## src/rtl/sb_sh_scheduler_fsm.sv

```systemverilog
// Store-byte / store-halfword scheduler for the memory stage: does a read-modify-write
// of the containing word and stalls the pipeline until the merged word has been written.
module sb_sh_scheduler_fsm (
  input  logic        clk,
  input  logic        reset,
  input  logic        instr_valid,
  input  logic [5:0]  op,
  input  logic [31:0] addr,
  input  logic [31:0] wdata_in,
  input  logic [31:0] mem_rdata,
  input  logic        mem_waitrequest,
  output logic [31:0] mem_addr,
  output logic        mem_read,
  output logic        mem_write,
  output logic [31:0] mem_wdata,
  output logic        stall,
  output logic        done,
  output logic        addr_err
);

  localparam logic [5:0] OP_SB = 6'b101000;
  localparam logic [5:0] OP_SH = 6'b101001;

  typedef enum logic [1:0] {
    IDLE  = 2'd0,
    READ  = 2'd1,
    WRITE = 2'd2,
    DONE  = 2'd3
  } state_t;

  state_t      state;
  state_t      next_state;
  logic [31:0] addr_q;
  logic [15:0] data_q;
  logic [31:0] rbuf;
  logic        is_half_q;
  logic        trigger;
  logic        misaligned;
  logic        accept;
  logic [31:0] merged;
  logic        unused_wdata_hi;

  assign trigger         = instr_valid && ((op == OP_SB) || (op == OP_SH));
  assign misaligned      = (op == OP_SH) && addr[0];
  assign accept          = (state == IDLE) && trigger && !misaligned;
  assign unused_wdata_hi = ^wdata_in[31:16];

  always_ff @(posedge clk) begin
    if (reset) begin
      state <= IDLE;
    end else begin
      state <= next_state;
    end
  end

  // Only the low halfword of rt can ever be stored, so the upper half is not kept.
  always_ff @(posedge clk) begin
    if (reset) begin
      addr_q    <= 32'd0;
      data_q    <= 16'd0;
      rbuf      <= 32'd0;
      is_half_q <= 1'b0;
    end else begin
      if (accept) begin
        addr_q    <= addr;
        data_q    <= wdata_in[15:0];
        is_half_q <= (op == OP_SH);
      end
      if ((state == READ) && !mem_waitrequest) begin
        rbuf <= mem_rdata;
      end
    end
  end

  always_comb begin
    next_state = state;
    case (state)
      IDLE:    if (accept) next_state = READ;
      READ:    if (!mem_waitrequest) next_state = WRITE;
      WRITE:   if (!mem_waitrequest) next_state = DONE;
      DONE:    next_state = IDLE;
      default: next_state = IDLE;
    endcase
  end

  // Little-endian lanes: byte lane 0 and halfword 0 sit in the low-order bits.
  always_comb begin
    merged = rbuf;
    if (is_half_q) begin
      if (addr_q[1]) merged[31:16] = data_q;
      else           merged[15:0]  = data_q;
    end else begin
      case (addr_q[1:0])
        2'd0:    merged[7:0]   = data_q[7:0];
        2'd1:    merged[15:8]  = data_q[7:0];
        2'd2:    merged[23:16] = data_q[7:0];
        default: merged[31:24] = data_q[7:0];
      endcase
    end
  end

  always_comb begin
    mem_read  = 1'b0;
    mem_write = 1'b0;
    stall     = 1'b0;
    done      = 1'b0;
    addr_err  = 1'b0;
    case (state)
      IDLE: begin
        if (trigger) begin
          addr_err = misaligned;
          stall    = !misaligned;
        end
      end
      READ: begin
        mem_read = 1'b1;
        stall    = 1'b1;
      end
      WRITE: begin
        mem_write = 1'b1;
        stall     = 1'b1;
      end
      default: done = 1'b1;
    endcase
  end

  assign mem_addr  = {addr_q[31:2], 2'b00};
  assign mem_wdata = merged;

endmodule

```

## config.mk

```make
export PLATFORM = sky130hd
export DESIGN_NAME = sb_sh_scheduler_fsm
export DESIGN_NICKNAME = d
export VERILOG_FILES = /design/src/rtl/sb_sh_scheduler_fsm.sv
export SDC_FILE = /design/constraint.sdc
export NUM_CORES = 1
export LEC_CHECK = 0
export BUFFER_PORTS_ARGS = -buffer_cell sky130_fd_sc_hd__buf_4
export CORE_MARGIN = 3
export CORE_UTILIZATION = 25
export DETAILED_ROUTE_END_ITERATION = 8
export HOLD_SLACK_MARGIN = 0.02
export MAX_ROUTING_LAYER = met4
export PLACE_DENSITY = 0.46
export SLEW_MARGIN = 15
export SYNTH_ARGS = -nofsm -noshare
export SYNTH_HDL_FRONTEND = slang
export SYNTH_SLANG_ARGS = --single-unit
```

## constraint.sdc

```tcl
create_clock -name clk -period 2.8 [get_ports clk]
set_input_delay 0.84 -clock clk [delete_from_list [all_inputs] [get_ports clk]]
set_output_delay 0.84 -clock clk [all_outputs]
set_load 0.05 [all_outputs]
```

**After elaboration in Yosys (flattened, before gate mapping)**

Cells that the tools add are included.

- Word-level logic and storage cells: 47
- Flip-flop bits (word level): 83

- Equal/unequal tests: 10
- Reductions and logical operators: 14
- Muxes and demuxes: 18

Operators with widths:

| operator | number |
|---|---|
| two-way mux 16 bit | 2 |
| two-way mux 32 bit | 1 |
| two-way mux 8 bit | 4 |
| == test 6 bit (second input constant) | 2 |
| one-hot mux 2 bit (4 select lines) | 1 |
| == test 2 bit (second input constant) | 3 |
| two-way mux 1 bit | 6 |
| two-way mux 2 bit | 3 |
| != test 2 bit (second input constant) | 3 |
| OR reduction 3 bit | 2 |
| logical AND 1 bit | 5 |
| == test 2 x 1 -> 1 bit (second input constant) | 2 |
| logical NOT 2 bit | 2 |
| AND reduction 3 bit | 1 |
| logical NOT 1 bit | 2 |
| one-hot mux 1 bit (2 select lines) | 1 |
| OR reduction 2 bit | 1 |
| logical OR 1 bit | 1 |

**Depth between registers and ports, before layout**

Gate-level depths: netlist of the first run.

- Depth in word-level cells: 7
- Gate-level depth with buffers: 8
- Depth with buffers taken out: 6

**Least setup slack after synthesis of the first run**

OpenSTA, ideal clock, no wires.

- Path type: input port to output port
- From: in op[4]
- To: out stall
- Stages: 5
- Buffers on the path: 1
- Required time: 1.960 ns
- Path slack: -0.284 ns
- Data arrival time: 2.244 ns
- Cells stage by stage: and4b_4 > and3_2 > buf_2 > nor2_1 > nor2_1

- Word-level cells in the longest chain between the ends: 5
- Elaborated cells between the ends (all ways): 8
- Classes of those cells: 2 x eq/ne; 2 x mux; 4 x reduce/logical

Ends and longest elaborated chain:

| what | line | source |
|---|---|---|
| start: declaration | 7 | `input logic [5:0] op,` |
| == test 6 bit (on tied branches) | 43, 44 |  |
| logical AND 1 bit / logical OR 1 bit (equally long branches) | 44, 43 |  |
| logical NOT 1 bit / logical AND 1 bit (equally long branches) | 112, 43 |  |
| two-way mux 1 bit (*) | 110 | `if (trigger) begin` |
| one-hot mux 1 bit (2 select lines) (*) | 108 | `case (state)` |
| end: declaration | 16 | `output logic stall,` |

Mark *: on every way between the ends. The rest lies on a longest branch, timed or not.

**Worst setup path in the final report of the first run**

- From: reg addr_q[0]
- To: out mem_wdata[7]

- Word-level cells in the longest chain between the ends: 3

Ends and longest elaborated chain:

| what | line | source |
|---|---|---|
| start: declaration | 33 | `logic [31:0] addr_q;` |
| start signal: assignment | 65 | `addr_q <= addr;` |
| logical NOT 2 bit | 93 | `case (addr_q[1:0])` |
| two-way mux 8 bit | 93 |  |
| two-way mux 32 bit | 89 | `if (is_half_q) begin` |
| end: declaration | 15 | `output logic [31:0] mem_wdata,` |

No other way between the ends.

==> results.sh, run 1 <==
export IMPL_routed_wl_um=11840
export IMPL_dr_first_iter_drc_count=134
export IMPL_htreeDepth=3
export IMPL_max_cap_violations=0
export IMPL_hp_class="reg -> reg"
export IMPL_clk_latency_ps=340
export IMPL_setup_viol=0
export IMPL_post_place_ws_ps=128.9
export IMPL_antenna_found_initial=0
export IMPL_portBuffers=156
export IMPL_p_sw_share_pct=28.63
export IMPL_seq_area_frac_synth_pct=44.06
export IMPL_ctsRootBufferMaster="clkbuf_16"
export IMPL_diodes=0
export IMPL_cts_sinks=83
export IMPL_grt_start_max_net_pins=63
export IMPL_io_pins=175
export IMPL_fillers=1573
export IMPL_grtUsageMet2_pct=23.84
export IMPL_vias_per_cell=4.551
export IMPL_setup_ws_ps=100.1
export IMPL_cts_buffers=9
export IMPL_grt_usage_pct=14.66
export IMPL_synth_cell_types=34
export IMPL_multi_input_area_um2=1738
export IMPL_path_class="reg -> out"
export IMPL_rsz0062_at_grt="false"
export IMPL_final_setup_tns_ps=0
export IMPL_place_gp_congestion=0.7332
export IMPL_clkTransAtPathRegs_ps=60
export IMPL_period_needed_ps=2700
export IMPL_p_switching_w=0.0008102
export IMPL_die_area_um2=16590
export IMPL_seq_area_um2=1663
export IMPL_gr_max_usage_layer="met2"
export IMPL_grt_pass1_wl_um=18310
export IMPL_cp_start_kind="flip-flop"
export IMPL_worstPathRequired_ps=1960
export IMPL_die_h_um=128.8
export IMPL_fp_row_count=44
export IMPL_synth_area_um2=3771
export IMPL_yosys_warnings=0
export IMPL_slew_violations=0
export IMPL_cts_tree="yes"
export IMPL_cp_arrival_ps=1860
export IMPL_timing_fmax_mhz=370.4
export IMPL_grtUsageMet3_pct=2.574
export IMPL_p_per_area_nw_per_um2=544.8
export IMPL_syn_instance_count=463
export IMPL_remaining_drc_errors=0
export IMPL_finalCritPeriodShare_pct=96.42
export IMPL_cts_buffer_depth=2
export IMPL_combPwrFrac_pct=17.2
export IMPL_grt_pass1_vias=3491
export IMPL_fp_coreArea_um2=14640
export IMPL_hpwl_um=8546
export IMPL_ff2ff_setup_slack_ps=790
export IMPL_grt_use_met1_pct=17.71
export IMPL_status="complete, no violations"
export IMPL_crit_fanout=8
export IMPL_postSynthRegisterBits=83
export IMPL_drt_wirelength_per_cell_um=15.34
export IMPL_peakVddDrop_mv=0.2599
export IMPL_relSlewSlack_pct=52.20
export IMPL_p_seq_share_pct=43.8
export IMPL_synthToLayoutAreaGrowth_pct=37.72
export IMPL_die_w_um=128.8
export IMPL_postCtsSetupBuffers=0
export IMPL_ant_nets=0
export IMPL_num_vias=3513
export IMPL_grt_ovfl_total=0
export IMPL_end_kind="output pin"
export IMPL_clock_skew_ps=7.990
export IMPL_worst_pin_slew_ps=717.1
export IMPL_clockPowerShare_pct=39.0
export IMPL_leakagePower_nw=2.110
export IMPL_drive_above_1_share_pct=39.46
export IMPL_p_int_w=0.002020
export IMPL_hold_viol=0
export IMPL_syn_area_per_cell_um2=8.145
export IMPL_first_pass_iters=4
export IMPL_nets=694
export IMPL_start_util_pct=25.75
[layout make-up]
cell class | instances | area share, %
sequential | 83 | 32.02
inverter | 4 | 0.2891
clock inverter | 5 | 0.6745
timing repair buffer | 170 | 24.64
clock buffer | 11 | 4.481
multi-input combinational | 315 | 33.46
tap | 184 | 4.433
[path summary, 6_finish.rpt]
| kind | startpoint | to | cells after the start |
|---|---|---|---|
| max | addr_q[0]$_SDFFE_PP0P_ | mem_wdata[7] | 5 |
| min | rbuf[7]$_SDFFE_PP0P_ | rbuf[7]$_SDFFE_PP0P_ | 2 |
| max reg2reg | state[0]$_SDFFE_PP0P_ | data_q[4]$_SDFFE_PP0P_ | 7 |
| min reg2reg | rbuf[7]$_SDFFE_PP0P_ | rbuf[7]$_SDFFE_PP0P_ | 2 |
[cell usage after synthesis, drive strengths merged]
cell	n	share of area, %
a31oi	2	0.33
conb	1	0.099
mux2	16	4.8
ha	5	1.7
dfxtp	83	44
a2111o	1	0.30
buf	46	8.7
nor3b	1	0.50
nor3	1	0.13
nand2b	4	0.66
and4b	1	0.36
nand2	162	17
nand3	1	0.27
a22o	21	4.9
clkinv	1	0.099
o31ai	1	0.20
a21oi	80	12
clkbuf	16	1.6
and3	1	0.20
nor2	6	0.66
nor2b	2	0.33
inv	3	0.30
a22oi	1	0.20
mux2i	1	0.27
o21ai	4	0.53
o21a	2	0.40
[cells in the final DEF (no fill, tap or decap), types with 2 or more instances in the layout]
master	instances
nor2_4	2
a21oi_2	11
a22o_1	21
o21ai_1	2
clkinv_2	2
nand2_1	152
o21a_1	2
o21ai_0	2
inv_6	2
a31oi_1	2
inv_1	3
nand2b_1	3
a21oi_1	69
dfxtp_1	82
clkbuf_16	9
nor2_1	3
ha_1	4
clkbuf_1	2
conb_1	2
nand2_2	10
mux2_2	16
buf_4	169
[kinds of logic after synthesis]
kind of cell               Yosys count  synth area share [%]
buffers and inverters               66                 10.68
DFF                                 83                 44.06
AOI/OAI and AO/OA                  112                 18.55
and+or+nand+nor                    179                 19.91
adders and majority gates            5                 1.659
muxes                               17                 5.043
other                                1               0.09944
[registers in the layout (all words and copies together) (netlist names)]
signal and count:
data_q 16, addr_q 32, is_half_q 1, state 2, rbuf 32
[metrics by stage]
stage	util [%]	power, W	cell area, µm²	hold WS (ps)	std cells
after detailed placement	33.48	0.001759	4903	447.1	756
after global placement	33.48	0.001748	4903	439.0	756
after global routing	35.47	0.002975	5194	470.4	772
after CTS	35.37	0.002890	5180	456.5	772
after floorplan	-	0.001555	3782	432.9	464
final	35.47	0.002830	5194	453.4	772
[power by group through the flow]
stage / registers (W) / clock network, W / logic [W]
after detailed placement: 0.00127 / 0 / 0.000493
after floorplan: 0.00126 / 0 / 0.000296
after global routing: 0.00124 / 0.00121 / 0.000524
after global placement: 0.00127 / 0 / 0.000483
final: 0.00124 / 0.00110 / 0.000488
after CTS: 0.00124 / 0.00116 / 0.000494
[layer usage]
metal	part of all wire, %	vias to the layer above
met5	0	-
met4	2.5	0
met3	4.3	16
met2	50	86
met1	43	1669
li1	-	1742
[repair_timing]
| item | 4_1_cts | 5_1_grt |
|---|---|---|
| pin swaps | 0 | 0 |
| setup endpoints to repair | 19 | 8 |
| hold buffers | 0 | 0 |
| hold endpoints to repair | 0 | 0 |
| resized for setup | 3 | 4 |
[worst max-delay path, cell delays in order (launching register included)]
cell	delay, ps
dfxtp_1	340
nor2b_1	170
buf_4	170
nor2_4	260
mux2_2	390
buf_4	190
Note: power is estimated with default switching activity, not from simulation.
==> run 2: changes to the inputs <==
--- a/constraint.sdc
+++ b/constraint.sdc
@@ -3,2 +3,2 @@
 set_output_delay 0.84 -clock clk [all_outputs]
-set_load 0.05 [all_outputs]
+set_load 0.01 [all_outputs]
==> results.sh, run 2 (same netlist as run 1, synthesis figures left out) <==
export IMPL_path_class="reg -> out"
export IMPL_place_gp_congestion=0.7168
export IMPL_end_kind="output pin"
export IMPL_final_cells=770
export IMPL_remaining_drc_errors=0
export IMPL_fp_row_count=44
export IMPL_cp_start_kind="flip-flop"
export IMPL_start_util_pct=25.75
export IMPL_die_area_um2=16590
export IMPL_peakVddDrop_mv=0.2728
export IMPL_nets=692
export IMPL_relSlewSlack_pct=61.84
export IMPL_final_setup_tns_ps=0
export IMPL_cts_tree="yes"
export IMPL_hp_class="reg -> reg"
export IMPL_grt_pass1_vias=3517
export IMPL_die_w_um=128.8
export IMPL_fp_coreArea_um2=14640
export IMPL_finalInstanceArea_um2=5194
export IMPL_first_pass_iters=6
export IMPL_cp_arrival_ps=1800
export IMPL_grt_start_max_net_pins=48
export IMPL_crit_top_cell="nor2_1"
export IMPL_ant_nets=0
export IMPL_cts_sinks=83
export IMPL_antenna_found_initial=0
export IMPL_dr_first_iter_drc_count=166
export IMPL_worstPathRequired_ps=1960
export IMPL_grt_ovfl_total=0
export IMPL_layout_common_cells="167 x buf_4, 152 x nand2_1, 82 x dfxtp_1"
export IMPL_rsz0062_at_grt="false"
export IMPL_crit_fanout=5
export IMPL_placed_area_um2=4893
export IMPL_grt_pass1_wl_um=18530
export IMPL_final_common_cell="buf_4"
export IMPL_clk_latency_ps=340
export IMPL_p_per_area_nw_per_um2=530.7
export IMPL_clkTransAtPathRegs_ps=70
export IMPL_period_needed_ps=2641
export IMPL_critPathMaxStageDelay_ps=370
export IMPL_leakagePower_nw=2.112
export IMPL_hold_viol=0
export IMPL_cts_hold_buf=0
export IMPL_drt_wirelength_per_cell_um=15.42
export IMPL_num_vias=3499
export IMPL_worst_pin_slew_ps=572.3
export IMPL_io_pins=175
export IMPL_ctsRootBufferMaster="clkbuf_16"
export IMPL_diodes=0
export IMPL_routed_wl_um=11870
export IMPL_slew_violations=0
export IMPL_setup_viol=0
export IMPL_hpwl_um=8546
export IMPL_reg_top3="addr_q x32, rbuf x32, data_q x16"
export IMPL_max_cap_violations=0
export IMPL_htreeDepth=3
export IMPL_finalCritPeriodShare_pct=94.34
export IMPL_dp_cells=754
export IMPL_status="complete, no violations"
export IMPL_portBuffers=156
export IMPL_cts_buffer_depth=2
export IMPL_timing_fmax_mhz=378.6
export IMPL_vias_per_cell=4.544
export IMPL_hold_slack_ps=452.1
export IMPL_synthToLayoutAreaGrowth_pct=37.72
export IMPL_cp_cell_sequence="inv_1 > ha_1 > and4b_4 > and3_2 > nor2_1 > nor2_1 > buf_4"
export IMPL_drive_above_1_share_pct=39.08
export IMPL_cp_slowest_cell="dfxtp_1"
export IMPL_fin_total_pwr_w=0.002756
export IMPL_cts_buffers=9
export IMPL_grt_usage_pct=14.81
export IMPL_die_h_um=128.8
export IMPL_clock_skew_ps=8.318
-- run 2: cell types whose count changed in the layout (fill, tap and decap cells not counted), moves of 2 or more --
cell / previous run / this run
buf_4: 169 / 167
clkinv_4: 0 / 2
nor2_1: 3 / 5
clkbuf_1: 2 / 0
-- run 2: what timing repair did --
item,in CTS,in global routing
endpoints found under the hold margin,0,0
endpoints found under the setup margin,16,8
gates resized for setup,3,1
setup buffers,0,0
-- run 2: path summary, 6_finish.rpt --
| kind | cells past startpoint | endpoint | start | slack [ps] |
|---|---|---|---|---|
| min | 2 | rbuf[20]$_SDFFE_PP0P_ | rbuf[20]$_SDFFE_PP0P_ | 450 |
| max | 7 | stall | state[0]$_SDFFE_PP0P_ | 160 |
| max reg2reg | 7 | data_q[3]$_SDFFE_PP0P_ | state[0]$_SDFFE_PP0P_ | 750 |
| min reg2reg | 2 | rbuf[20]$_SDFFE_PP0P_ | rbuf[20]$_SDFFE_PP0P_ | 450 |
-- run 2: area by class of cell --
type                            instances  area (µm²)
Clock buffer                           10       239.0
Clock inverter                          6       47.55
Fill cell                            1596        9450
Inverter                                4       15.01
Multi-Input combinational cell        315        1725
Sequential cell                        83        1663
Tap cell                              184       230.2
Timing Repair Buffer                  168        1274
-- run 2: where the power goes --
| part | internal, W | switching (W) |
|---|---|---|
| logic | 0.000191 | 0.000184 |
| clock network | 0.000633 | 0.000509 |
| registers | 0.00122 | 0.0000220 |
-- run 2: critical path: cells and delay by family, from the launching register on --
family	cells	cell delay, ps
fa+ha+maj	1	260
flops	1	370
buf+inv	2	240
simple gates	4	600
-- run 2: per-stage QoR --
| stage | setup slack, ps | util (%) |
|---|---|---|
| floorplan | 203.7 | - |
| global placement | 177.4 | 33.42 |
| detailed placement | 186.0 | 33.42 |
| CTS | 50.88 | 35.43 |
| global route | 47.35 | 35.47 |
| finish | 158.6 | 35.47 |
-- run 2: per-layer routing --
| layer | global-route usage [%] | wire length (µm) | vias up |
|---|---|---|---|
| met2 | 23.81 | 5855 | 93 |
| met1 | 18.26 | 5081 | 1656 |
| met3 | 2.989 | 718 | 15 |
| met4 | 5.744 | 216 | 0 |
| li1 | - | - | 1735 |
| met5 | - | 0 | - |
